`src/rtl/bcd_display_pkg.sv`:
```
// ---------------------------------------------------------------------------
// bcd_display_pkg
// Shared definitions for the BCD display encoder:
//   state_t            - controller state encoding (IDLE, CONV, FMT, HOLD)
//   DEFAULT_BLANK_CODE - nibble driven for a blanked leading-zero digit
//   max_bcd_value()    - largest value representable in n decimal digits
// ---------------------------------------------------------------------------
package bcd_display_pkg;

    typedef enum logic [1:0] {
        ST_IDLE = 2'd0,
        ST_CONV = 2'd1,
        ST_FMT  = 2'd2,
        ST_HOLD = 2'd3
    } state_t;

    localparam logic [3:0] DEFAULT_BLANK_CODE = 4'hF;

    // Returns 10^n_digits - 1. Only evaluated at elaboration time; the x10
    // step is written as shift-and-add so no multiplier is ever implied.
    function automatic longint unsigned max_bcd_value(input int unsigned n_digits);
        longint unsigned p;
        p = 64'd1;
        for (int unsigned i = 0; i < n_digits; i++) begin
            p = (p << 3) + (p << 1);
        end
        return p - 64'd1;
    endfunction

endpackage

```
`src/rtl/bcd_display_encoder_add3.sv`:
```
// ---------------------------------------------------------------------------
// bcd_add3
// Per-digit double-dabble correction: adds 3 to a BCD digit of 5 or more so
// that the following left shift carries correctly into the next digit.
// Ports:
//   din  - 4-bit BCD digit before correction
//   dout - 4-bit corrected digit
// ---------------------------------------------------------------------------
module bcd_add3 (
    input  logic [3:0] din,
    output logic [3:0] dout
);

    always_comb begin
        dout = din;
        if (din >= 4'd5) begin
            dout = din + 4'd3;
        end
    end

endmodule

```
`src/rtl/bcd_display_encoder.sv`:
```
// ---------------------------------------------------------------------------
// bcd_display_encoder
// Converts an unsigned binary count into N_DIGITS BCD digits using a
// sequential double-dabble (one input bit per cycle), then formats the
// result with optional leading-zero blanking or an overflow pattern.
// Ports:
//   clk       - sole clock, rising edge
//   rst_n     - synchronous active-low reset
//   in_valid  - in_value/blank_en offered
//   in_ready  - block can accept a new value (IDLE only)
//   in_value  - unsigned binary value to display
//   blank_en  - request leading-zero blanking for this value
//   out_valid - disp/ovf hold a finished result
//   out_ready - consumer takes the result
//   disp      - BCD digits, digit 0 in bits [3:0]
//   ovf       - value exceeded 10^N_DIGITS-1
// ---------------------------------------------------------------------------
module bcd_display_encoder
    import bcd_display_pkg::*;
#(
    parameter int                      IN_W        = 14,
    parameter int                      N_DIGITS    = 4,
    parameter logic [4*N_DIGITS-1:0]   OVF_PATTERN = 16'hABCD,
    parameter logic [3:0]              BLANK_CODE  = DEFAULT_BLANK_CODE
) (
    input  logic                    clk,
    input  logic                    rst_n,
    input  logic                    in_valid,
    output logic                    in_ready,
    input  logic [IN_W-1:0]         in_value,
    input  logic                    blank_en,
    output logic                    out_valid,
    input  logic                    out_ready,
    output logic [4*N_DIGITS-1:0]   disp,
    output logic                    ovf
);

    localparam int              DW      = 4 * N_DIGITS;
    localparam int              CNT_W   = $clog2(IN_W);
    localparam longint unsigned MAX_VAL = max_bcd_value(N_DIGITS);
    localparam longint unsigned IN_MAX  = (IN_W >= 64) ? 64'hFFFF_FFFF_FFFF_FFFF
                                                       : ((64'd1 << IN_W) - 64'd1);
    // When every IN_W-bit value fits in N_DIGITS digits, overflow can never
    // happen and the comparator is not built.
    localparam bit              OVF_POSSIBLE = (MAX_VAL < IN_MAX);

    state_t             state;
    state_t             state_nxt;
    logic [IN_W-1:0]    bin_sr;
    logic [DW-1:0]      bcd_sr;
    logic [DW-1:0]      bcd_adj;
    logic [DW-1:0]      bcd_shifted;
    logic [DW-1:0]      disp_fmt;
    logic [DW-1:0]      bcd_blanked;
    logic [CNT_W-1:0]   bit_cnt;
    logic               blank_q;
    logic               ovf_q;
    logic               ovf_cmp;
    logic               conv_last;
    logic               leading;

    assign in_ready  = (state == ST_IDLE) && rst_n;
    assign out_valid = (state == ST_HOLD);
    assign conv_last = (bit_cnt == CNT_W'(IN_W - 1));

    // Overflow compare against 10^N_DIGITS-1, only when it can ever fire.
    generate
        if (OVF_POSSIBLE) begin : g_ovf
            localparam logic [IN_W-1:0] MAX_W = MAX_VAL[IN_W-1:0];
            assign ovf_cmp = (in_value > MAX_W);
        end else begin : g_no_ovf
            assign ovf_cmp = 1'b0;
        end
    endgenerate

    // One add-3 corrector per digit; the corrected vector is then shifted
    // left with the next binary MSB entering digit 0.
    generate
        for (genvar g = 0; g < N_DIGITS; g++) begin : g_add3
            bcd_add3 u_add3 (
                .din  (bcd_sr[4*g +: 4]),
                .dout (bcd_adj[4*g +: 4])
            );
        end
    endgenerate

    assign bcd_shifted = {bcd_adj[DW-2:0], bin_sr[IN_W-1]};

    // Leading-zero blanking: walk down from the top digit, replacing zeros
    // until the first non-zero digit. Digit 0 is never visited, so a value of
    // zero still shows a single 0.
    always_comb begin
        bcd_blanked = bcd_sr;
        leading     = 1'b1;
        for (int i = N_DIGITS - 1; i >= 1; i--) begin
            if (leading && (bcd_sr[4*i +: 4] == 4'd0)) begin
                bcd_blanked[4*i +: 4] = BLANK_CODE;
            end else begin
                leading = 1'b0;
            end
        end
    end

    always_comb begin
        disp_fmt = bcd_sr;
        if (ovf_q) begin
            disp_fmt = OVF_PATTERN;
        end else if (blank_q) begin
            disp_fmt = bcd_blanked;
        end
    end

    // State register.
    always_ff @(posedge clk) begin
        if (!rst_n) begin
            state <= ST_IDLE;
        end else begin
            state <= state_nxt;
        end
    end

    // Next-state logic. HOLD returns to IDLE on the handshake edge, so a new
    // value can only be accepted one cycle later.
    always_comb begin
        state_nxt = state;
        case (state)
            ST_IDLE: if (in_valid)  state_nxt = ST_CONV;
            ST_CONV: if (conv_last) state_nxt = ST_FMT;
            ST_FMT:                 state_nxt = ST_HOLD;
            ST_HOLD: if (out_ready) state_nxt = ST_IDLE;
            default:                state_nxt = ST_IDLE;
        endcase
    end

    // Datapath: capture on accept, shift during CONV, publish in FMT.
    // disp/ovf keep the previous result until the next FMT cycle.
    always_ff @(posedge clk) begin
        if (!rst_n) begin
            bin_sr  <= '0;
            bcd_sr  <= '0;
            bit_cnt <= '0;
            blank_q <= 1'b0;
            ovf_q   <= 1'b0;
            disp    <= '0;
            ovf     <= 1'b0;
        end else begin
            case (state)
                ST_IDLE: begin
                    if (in_valid) begin
                        bin_sr  <= in_value;
                        bcd_sr  <= '0;
                        bit_cnt <= '0;
                        blank_q <= blank_en;
                        ovf_q   <= ovf_cmp;
                    end
                end
                ST_CONV: begin
                    bcd_sr  <= bcd_shifted;
                    bin_sr  <= {bin_sr[IN_W-2:0], 1'b0};
                    bit_cnt <= bit_cnt + CNT_W'(1);
                end
                ST_FMT: begin
                    disp <= disp_fmt;
                    ovf  <= ovf_q;
                end
                default: begin
                end
            endcase
        end
    end

endmodule

```
`config.mk`:
```
export PLATFORM = sky130hd
export DESIGN_NAME = bcd_display_encoder
export DESIGN_NICKNAME = d
export VERILOG_FILES = /design/src/rtl/bcd_display_pkg.sv /design/src/rtl/bcd_display_encoder_add3.sv /design/src/rtl/bcd_display_encoder.sv
export SDC_FILE = /design/constraint.sdc
export NUM_CORES = 1
export LEC_CHECK = 0
export CELL_PAD_IN_SITES_DETAIL_PLACEMENT = 1
export CELL_PAD_IN_SITES_GLOBAL_PLACEMENT = 1
export CORE_MARGIN = 5
export CORE_UTILIZATION = 37
export CTS_CLUSTER_DIAMETER = 40
export DETAILED_ROUTE_END_ITERATION = 10
export PLACE_DENSITY_LB_ADDON = 0.05
export SYNTH_ARGS = -nofsm -noshare
export SYNTH_HDL_FRONTEND = slang
export SYNTH_SLANG_ARGS = --single-unit
```
`constraint.sdc`:
```
create_clock -name clk -period 1.7 [get_ports clk]
set_clock_uncertainty 0.2 [all_clocks]
set_input_delay 0.34 -clock clk [delete_from_list [all_inputs] [get_ports clk]]
set_output_delay 0.34 -clock clk [all_outputs]
set_load 0.02 [all_outputs]
```
==> run_results.csv, run 1 <==
group,metric,value,unit
grt,overflow,0,
place,port_buffers,37,
final_layout,areaGrowthSynthToFinish,39.9,%
job,cap_violations,0,
timing,rsz0062_at_grt,"true",
route,viasPerCell,5.09,
grt,first_global_vias,2538,
timing,max_freq,582,MHz
timing,fin_hold_ws,0.274,ns
synthesis,ys.flop_type,"dfxtp_1",
synthesis,synthArstFlopShare,0,%
route,drc,0,
synthesis,synthAdderAreaFrac,7.85,%
setup_path,crit_chain,"inv_2 -> buf_6 -> ha_4 -> buf_6 -> mux2i_4 -> and2_4 -> nand2_1 -> o31ai_2",
timing,slew_headroom,78.3,%
synthesis,ys_types,47,
route,routedWlPerCell,15.4,microns
clock_tree,clk_pin_slew,0.10,ns
timing,drv_slew,0,
setup_path,crit_family,"flip-flops",
grt,antenna_found_initial,0,
timing,worstMarginPinSlew,0.321,ns
setup_path,end_kind,"register",
floorplan,dieArea,0.00914,sq mm
synthesis,synth-edff-count,0,
setup_path,critPathLaunchType,"register",
setup_path,crit_fanout,6,
place,hpwl,5220,microns
run_status,violations,"negative setup slack",
floorplan,initial_utilization,37.8,%
route,drt_iter0_markers,53,
synthesis,yosysWarnings,0,
timing,hold_violations,0,
place,pre_cts_ws,-0.453,ns
floorplan,die_h,95.6,microns
final_layout,regArea,0.00111,sq mm
route,num_vias,2442,
worst_hold_path,hp-class,"register to register",
floorplan,die_w,95.6,microns
clock_tree,htreeDepth,2,
synthesis,synth_seq_area_share,40.6,%
floorplan,ios,38,
clock_tree,hold_buffers,0,
route,antenna_left,0,
setup_path,slowest_delay,0.34,ns
synthesis,netlist_area,0.00271,sq mm
place,placed_cell_area,0.00345,sq mm
route,dr.pass1.iters,4,
synthesis,synth_compound_area_share,21.0,%
run_status,status,"finished, violations left",
timing,setup_ws,-0.0176,ns
final_layout,fin_area,0.00379,sq mm
synthesis,synth_cells,308,
route,drt_wl_total,7400,microns
setup_path,cpMaxStageDelayCell,"dfxtp_2",
place,dp.cells,466,
timing,finalSetupTns,-0.0529,ns
grt,grt_max_degree,46,
timing,finalSetupViolCount,5,
synthesis,synthesis.nets,344,
setup_path,cpMostUsedCell,"buf_6",
grt,grt_use_total,17.0,%
power,power_density,1410,mW/mm^2
setup_path,path_buf_inv,3,
synthesis,synth-seq-cells,55,
grt,grt_pass1_wl,12300,microns
floorplan,row_count,31,
synthesis,synth_area_leader_cell,"dfxtp_1",
synthesis,synthMuxAreaShare,5.45,%
synthesis,synth_area_leaders,"dfxtp_1 41%, ha_1 7.8%, o21ai_0 7.0%, nand2_1 4.4%, mux2i_1 3.7%",
final_layout,fin_cells,480,
setup_path,path_class,"register to register",
synthesis,synth_top_area_share,40.6,%
clock_tree,cts_root_buffer,"clkbuf_8",
synthesis,synth_top_family_by_area,"compound AO/OA/AOI/OAI gates",
synthesis,synth_area_per_cell,8.80,sq um
final_layout,diodes,0,
synthesis,synth-xor-area-share,1.94,%
floorplan,core-area,0.00718,sq mm
timing,finalCritPeriodShare,101,%
clock_tree,numCtsBuffers,5,
final_layout,nets,417,
final_layout,fin_util,52.8,%
setup_path,cp.required,1.73,ns
clock_tree,insertion_delay,0.30,ns
final_layout,layout-drive-gt1-share,28.1,%
clock_tree,clock_path_buffers,2,
timing,period_minus_slack,1.72,ns
power,p_leak,1.61,nW
power,ir_worst_vdd,913,uV
clock_tree,cts_num_sinks,55,
synthesis,yosys.area_share.simple,17.8,%
power,total_power,5.35,mW
final_layout,num-fill-cells,828,
setup_path,cp.arrival,1.75,ns
final_layout,multiInputGateArea,0.00166,sq mm
clock_tree,cts_tree,"yes",
place,gp_congestion,0.756,
cell usage after synthesis, types with 3 or more instances:
| library cell | number |
|---|---|
| clkbuf_1 | 8 |
| nor2b_1 | 4 |
| and2_1 | 3 |
| mux2_2 | 3 |
| o211a_1 | 8 |
| nand2_1 | 32 |
| nor2_1 | 18 |
| mux2i_1 | 10 |
| inv_1 | 17 |
| nand3_1 | 8 |
| nand4_1 | 4 |
| o31ai_1 | 3 |
| nand2b_1 | 8 |
| a21oi_1 | 17 |
| dfxtp_1 | 55 |
| o221a_2 | 3 |
| o21ai_0 | 38 |
| xnor2_1 | 4 |
| a21boi_0 | 6 |
| o22ai_1 | 6 |
| ha_1 | 17 |
| nor3_1 | 3 |
| buf_2 | 4 |
power by group:
| group | leakage, nW | switching [mW] | internal (mW) | total (mW) |
|---|---|---|---|---|
| clock network | 0.0513 | 0.432 | 0.433 | 0.865 |
| registers | 0.452 | 0.189 | 1.63 | 1.81 |
| logic | 1.10 | 1.38 | 1.28 | 2.67 |
cells by family after synthesis:
| family | after synthesis |
|---|---|
| flops | 55 |
| compound gates | 89 |
| xor+xnor | 6 |
| simple gates | 94 |
| mux | 14 |
| buf+inv | 33 |
| fa+ha+maj | 17 |
per-layer routing:
| layer | GRT usage (%) | part of all wire (%) | up-vias |
|---|---|---|---|
| li1 | - | - | 1221 |
| met2 | 30.6 | 52 | 22 |
| met3 | 2.84 | 1.9 | 4 |
| met1 | 21.2 | 46 | 1195 |
| met5 | 0 | 0 | - |
| met4 | 3.20 | 0.59 | 0 |
worst paths after layout:
path / startpoint / endpoint / slack (ns) / depth (start not counted)
min reg2reg: bcd_sr[5]$_SDFFE_PN0P_ / bcd_sr[5]$_SDFFE_PN0P_ / 0.27 / 2
max reg2reg: state[1]$_SDFFE_PN0P_ / bcd_sr[12]$_SDFFE_PN0P_ / -0.02 / 8
min: bcd_sr[5]$_SDFFE_PN0P_ / bcd_sr[5]$_SDFFE_PN0P_ / 0.27 / 2
max: state[1]$_SDFFE_PN0P_ / bcd_sr[12]$_SDFFE_PN0P_ / -0.02 / 8
sequential cells by signal, indices dropped and copies added (netlist names):
| name | flops |
|---|---|
| blank_q | 1 |
| ovf | 1 |
| bin_sr | 14 |
| bit_cnt | 4 |
| disp | 16 |
| ovf_q | 1 |
| bcd_sr | 16 |
| state | 2 |
area by class of cell:
type,instances,share of cell area [%]
sequential,55,29.3
multi-input combinational,222,43.9
timing repair buffer,80,19.2
clock inverter,1,0.792
clock buffer,6,1.91
tap,99,3.27
inverter,17,1.68
cells in the final DEF (no fill, tap or decap), types with 4 or more instances in the layout:
master           count
a21oi_1             13
clkdlybuf4s50_1     17
mux2i_1             10
nand2b_1             7
ha_1                13
nand4_1              4
clkbuf_8             5
nor2_1              17
o21ai_1             12
nand3_1              8
a21oi_2              4
o22ai_1              4
nor2b_1              4
a21boi_0             5
dfxtp_2              7
inv_2                4
nand2_2              6
nand2_1             26
o211a_1              8
inv_1               13
buf_4               33
buf_6               10
o21ai_0             24
dlygate4sd2_1       18
dfxtp_1             48
worst register-to-register path, delay by kind of cell, from the launching register on:
kind / cells / cell delay, ns
buffers and inverters: 3 / 0.30
adder cells (fa/ha/maj): 1 / 0.16
flip-flops: 1 / 0.34
AND/OR/NAND/NOR: 2 / 0.34
AO/OA/AOI/OAI: 1 / 0.05
multiplexers: 1 / 0.25
repair_timing:
action | in CTS | in global routing
pin swaps | 8 | 13
gates resized for setup | 72 | 31
setup buffers | 2 | 2
endpoints found under the setup margin | 61 | 46
gates cloned | 3 | 0
No activity file was read; power rests on OpenSTA's default activity.
==> run 2: changes to the inputs <==
--- a/config.mk
+++ b/config.mk
@@ -11,7 +11,7 @@
 export CORE_UTILIZATION = 37
 export CTS_CLUSTER_DIAMETER = 40
 export DETAILED_ROUTE_END_ITERATION = 10
-export PLACE_DENSITY_LB_ADDON = 0.05
+export PLACE_DENSITY = 0.8
 export SYNTH_ARGS = -nofsm -noshare
 export SYNTH_HDL_FRONTEND = slang
 export SYNTH_SLANG_ARGS = --single-unit
==> run_results.csv, run 2 (synthesis gave the netlist of run 1 again) <==
group,metric,value,unit
final_layout,largestRegisters,"bcd_sr: 16 flops, disp: 16 flops, bin_sr: 14 flops",
final_layout,nets,431,
route,viasPerCell,5.40,
setup_path,timing.rr.end,"bcd_sr[12]$_SDFFE_PN0P_",
setup_path,critPathLaunchType,"register",
timing,slew_headroom,71.1,%
timing,setup_ws,-0.189,ns
place,gp_congestion,0.858,
place,hpwl,5380,microns
setup_path,cp.arrival,1.92,ns
worst_hold_path,min_path_cells,2,
setup_path,path_class,"register to register",
route,routedWlPerCell,19.0,microns
worst_hold_path,holdPathEnd,"disp[14]$_SDFFE_PN0P_",
floorplan,dieArea,0.00914,sq mm
clock_tree,cts_root_buffer,"clkbuf_8",
power,total_power,6.05,mW
power,p_sw,2.44,mW
final_layout,num-fill-cells,825,
timing,max_freq,530,MHz
place,port_buffers,37,
setup_path,crit_fanout,5,
floorplan,die_w,95.6,microns
power,p_leak,1.70,nW
power,p_seq_share,30.5,%
final_layout,layout-drive-gt1-share,33.3,%
setup_path,end_kind,"register",
clock_tree,htreeDepth,2,
power,power.internal,3.61,mW
final_layout,diodes,0,
timing,hold_violations,0,
clock_tree,insertion_delay,0.32,ns
floorplan,ios,38,
grt,grt_use_total,18.1,%
setup_path,startpoint,"state[0]$_SDFFE_PN0P_",
grt,antenna_found_initial,0,
timing,finalSetupViolCount,35,
timing,period_minus_slack,1.89,ns
route,num_vias,2671,
route,drc,0,
run_status,violations,"negative setup slack",
final_layout,final_common_cell,"dfxtp_1",
run_status,status,"finished, violations left",
clock_tree,numCtsBuffers,5,
worst_hold_path,min-delay-start,"disp[14]$_SDFFE_PN0P_",
route,antenna_left,0,
clock_tree,clock_path_buffers,2,
timing,finalSetupTns,-3.96,ns
power,clkPwrFrac,12.8,%
route,drt_wl_total,9410,microns
setup_path,rr_startpoint,"state[0]$_SDFFE_PN0P_",
grt,first_global_vias,2708,
power,swShare,40.3,%
final_layout,final_cell_mix,"47 x dfxtp_1, 42 x buf_4, 26 x o21ai_0",
power,combPwrFrac,56.7,%
clock_tree,hold_buffers,0,
grt,grt_pass1_wl,13000,microns
timing,finalCritPeriodShare,111,%
setup_path,r2r.worst_path.cells,8,
grt,overflow,0,
final_layout,areaGrowthSynthToFinish,47.0,%
floorplan,row_count,31,
grt,grt_max_degree,58,
floorplan,initial_utilization,37.8,%
power,ir_worst_vdd,786,uV
clock_tree,cts_num_sinks,55,
clock_tree,cts_tree,"yes",
setup_path,reg2reg_setup_slack,-0.19,ns
worst_hold_path,hp-class,"register to register",
floorplan,core-area,0.00718,sq mm
timing,worstMarginPinSlew,0.429,ns
route,drt_iter0_markers,107,
floorplan,die_h,95.6,microns
route,dr.pass1.iters,5,
timing,rsz0062_at_grt,"true",
timing,drv_slew,0,
job,cap_violations,0,
power,power_density,1520,mW/mm^2
clock_tree,clk_pin_slew,0.11,ns
setup_path,cp.required,1.73,ns
[run 2: cell types whose count changed in the layout (fill, tap and decap cells not counted), moves of 3 or more]
cell / previous run / this run
buf_6: 10 / 14
nand2_1: 26 / 22
nand2_4: 1 / 4
buf_4: 33 / 42
[run 2: area by class of cell]
class                      count  area, sq um  share of cell area, %
clock buffer                   5         68.8                   1.73
clock inverter                 3         23.8                  0.597
inverter                      17         63.8                   1.60
multi-input combinational    221         1710                   43.0
sequential                    55         1110                   27.9
tap                           99          124                   3.11
timing repair buffer          95          877                   22.0
[run 2: critical path: stages, from the launching register on]
cell	delay [ns]
dfxtp_2	0.37
inv_2	0.07
ha_4	0.17
buf_6	0.13
and2b_4	0.21
nor2b_4	0.16
nand2_2	0.09
buf_6	0.16
o31ai_4	0.24
[run 2: how the worst max path moves through the flow]
stage | end | slack (ns) | depth (start not counted)
after CTS | bcd_sr[10]$_SDFFE_PN0P_ | -0.05 | 8
after detailed placement | bcd_sr[12]$_SDFFE_PN0P_ | -0.49 | 5
after global placement | in_ready | -0.47 | 3
after global routing | bcd_sr[9]$_SDFFE_PN0P_ | -0.22 | 8
final | bcd_sr[12]$_SDFFE_PN0P_ | -0.19 | 8
after floorplan | disp[8]$_SDFFE_PN0P_ | 0.002 | 6
[run 2: through the flow]
step | utilization, % | instances | instance area [sq um] | setup WS, ns | hold WS (ns)
6_report | 55.5 | 495 | 3980 | -0.189 | 0.279
5_1_grt | 55.5 | 495 | 3980 | -0.222 | 0.308
4_1_cts | 51.8 | 483 | 3720 | -0.0498 | 0.282
3_5_place_dp | 48.6 | 471 | 3490 | -0.489 | 0.266
3_3_place_gp | 48.6 | 471 | 3490 | -0.468 | 0.258
2_1_floorplan | - | 308 | 2720 | 0.00211 | 0.239
[run 2: repair_timing]
item                                    in CTS  in global routing
endpoints found under the setup margin      58                 46
setup buffers                                2                 10
cloned                                       2                  3
pin swaps                                   12                 13
gates resized for setup                     73                 43
[run 2: power by group through the flow]
stage | clock network, mW | logic (mW) | registers (mW)
6_report | 0.776 | 3.43 | 1.84
5_1_grt | 0.841 | 3.64 | 1.88
4_1_cts | 0.782 | 2.60 | 1.81
3_5_place_dp | 0 | 2.38 | 1.83
3_3_place_gp | 0 | 2.29 | 1.81
2_1_floorplan | 0 | 1.28 | 1.94
[run 2: per-layer routing]
metal	routed length, microns	track usage [%]	part of all wire, %	vias up
met2	5330	35.0	57	67
met4	384	5.92	4.1	0
met1	3410	19.9	36	1321
met3	292	2.84	3.1	32
li1	-	-	-	1251
met5	0	0	0	-
==> run 3: changes to the inputs <==
--- a/config.mk
+++ b/config.mk
@@ -7,6 +7,7 @@
 export LEC_CHECK = 0
 export CELL_PAD_IN_SITES_DETAIL_PLACEMENT = 1
 export CELL_PAD_IN_SITES_GLOBAL_PLACEMENT = 1
+export CORE_ASPECT_RATIO = 1.2
 export CORE_MARGIN = 5
 export CORE_UTILIZATION = 37
 export CTS_CLUSTER_DIAMETER = 40
==> run_results.csv, run 3 (synthesis gave the netlist of run 1 again) <==
group,metric,value,unit
setup_path,path_class,"register to register",
timing,max_freq,527,MHz
place,hpwl,5640,microns
final_layout,areaGrowthSynthToFinish,46.5,%
run_status,violations,"negative setup slack",
route,wl_met2,5210,microns
timing,worstMarginPinSlew,0.355,ns
floorplan,core-area,0.00719,sq mm
timing,finalSetupViolCount,36,
grt,antenna_found_initial,0,
grt,grt_pass1_wl,13300,microns
timing,setup_ws,-0.197,ns
power,total_power,6.07,mW
route,viasPerCell,5.49,
timing,fin_hold_ws,0.279,ns
floorplan,initial_utilization,37.7,%
clock_tree,hold_buffers,0,
floorplan,ios,38,
place,gp_congestion,0.781,
setup_path,cp.arrival,1.93,ns
route,drc,0,
worst_hold_path,holdPathEnd,"disp[12]$_SDFFE_PN0P_",
setup_path,r2r.worst_path.cells,8,
worst_hold_path,min_path_cells,2,
route,wl_met1,3440,microns
final_layout,layout-drive-gt1-share,33.8,%
setup_path,timing.rr.end,"state[0]$_SDFFE_PN0P_",
route,antenna_left,0,
grt,overflow,0,
route,dr.pass1.iters,4,
grt,first_global_vias,2738,
timing,drv_slew,0,
final_layout,nets,418,
final_layout,num-fill-cells,817,
setup_path,rr_startpoint,"state[0]$_SDFFE_PN0P_",
route,routedWlPerCell,19.2,microns
clock_tree,cts_num_sinks,55,
route,dr_wl_met3,270,microns
place,port_buffers,37,
timing,hold_violations,0,
floorplan,row_count,34,
setup_path,end_kind,"register",
timing,rsz0062_at_grt,"true",
worst_hold_path,hp-class,"register to register",
clock_tree,insertion_delay,0.32,ns
timing,finalCritPeriodShare,112,%
floorplan,die_h,104,microns
route,drt_wl_total,9080,microns
floorplan,die_w,88.1,microns
place,dp.cells,457,
job,cap_violations,0,
timing,period_minus_slack,1.90,ns
final_layout,largestRegisters,"bcd_sr: 16 flops, disp: 16 flops, bin_sr: 14 flops",
final_layout,final_cell_mix,"47 x dfxtp_1, 32 x buf_4, 23 x o21ai_0",
setup_path,cp.required,1.73,ns
floorplan,dieArea,0.00914,sq mm
route,num_vias,2590,
route,drt_iter0_markers,84,
clock_tree,clk_pin_slew,0.10,ns
power,p_leak,1.67,nW
timing,finalSetupTns,-1.95,ns
place,pre_cts_ws,-0.288,ns
route,highest_layer,"met4",
grt,grt_max_degree,23,
power,power_density,1530,mW/mm^2
setup_path,crit_fanout,4,
setup_path,reg2reg_setup_slack,-0.20,ns
run_status,status,"finished, violations left",
power,ir_worst_vdd,1000,uV
grt,grt_use_total,18.2,%
worst_hold_path,min-delay-start,"disp[12]$_SDFFE_PN0P_",
setup_path,startpoint,"state[0]$_SDFFE_PN0P_",
setup_path,critPathLaunchType,"register",
clock_tree,htreeDepth,2,
clock_tree,clock_path_buffers,2,
clock_tree,cts_tree,"yes",
final_layout,final_common_cell,"dfxtp_1",
clock_tree,cts_root_buffer,"clkbuf_8",
clock_tree,numCtsBuffers,5,
timing,slew_headroom,76.0,%
final_layout,diodes,0,
final_layout,fin_cells,472,
-- run 3: cell count changes in the layout (fill, tap and decap cells not counted), moves of 3 or more --
cell	delta
o221a_2	-3
buf_4	-10
o21ai_0	-3
nand2_1	-5
a21oi_1	-4
buf_6	-3
inv_2	-3
o221a_4	+3
a21oi_2	+4
nand2_2	+4
-- run 3: worst max path at each step --
| stage | end | cells after the start |
|---|---|---|
| 3_3_place_gp | ovf_q$_SDFFE_PN0P_ | 5 |
| 5_1_grt | state[0]$_SDFFE_PN0P_ | 8 |
| 3_5_place_dp | state[0]$_SDFFE_PN0P_ | 6 |
| 4_1_cts | state[0]$_SDFFE_PN0P_ | 8 |
| 2_1_floorplan | disp[8]$_SDFFE_PN0P_ | 6 |
| 6_report | state[0]$_SDFFE_PN0P_ | 8 |
-- run 3: repair_timing --
item                                    in CTS  in global routing
endpoints found under the setup margin      60                 48
resized for setup                           71                 63
cloned                                       1                  3
setup buffers                                4                  1
pin swaps                                    6                 23
-- run 3: layer usage --
metal,global-route usage (%),vias up
met5,0,-
li1,-,1226
met4,6.59,0
met1,20.1,1307
met3,2.78,10
met2,34.1,47
-- run 3: per-stage QoR --
| stage | cell area (sq um) | util [%] |
|---|---|---|
| 3_5_place_dp | 3430 | 47.7 |
| 4_1_cts | 3700 | 51.5 |
| 6_report | 3970 | 55.2 |
| 5_1_grt | 3970 | 55.2 |
| 2_1_floorplan | 2720 | - |
| 3_3_place_gp | 3430 | 47.7 |
-- run 3: critical path: stages, from the launching register on --
cell and delay, ns:
dfxtp_2 0.37, inv_2 0.06, ha_4 0.16, buf_6 0.13, and2b_4 0.19, buf_6 0.13, a221oi_4 0.25, o21ai_1 0.13
a21oi_1 0.19
-- run 3: power by group --
group | leakage, nW | internal (mW) | switching (mW) | total [mW]
Clock | 0.0502 | 0.432 | 0.461 | 0.893
Sequential | 0.452 | 1.63 | 0.233 | 1.86
Combinational | 1.16 | 1.60 | 1.71 | 3.32
-- run 3: cell type report --
type | count | area [sq um] | share of cell area (%)
clock buffers | 5 | 68.8 | 1.73
inverters | 17 | 68.8 | 1.73
repair buffers | 82 | 778 | 19.6
clock inverters | 2 | 37.5 | 0.945
multi-input cells | 221 | 1790 | 45.2
flip-flops and latches | 55 | 1110 | 28.0
well taps | 90 | 113 | 2.84
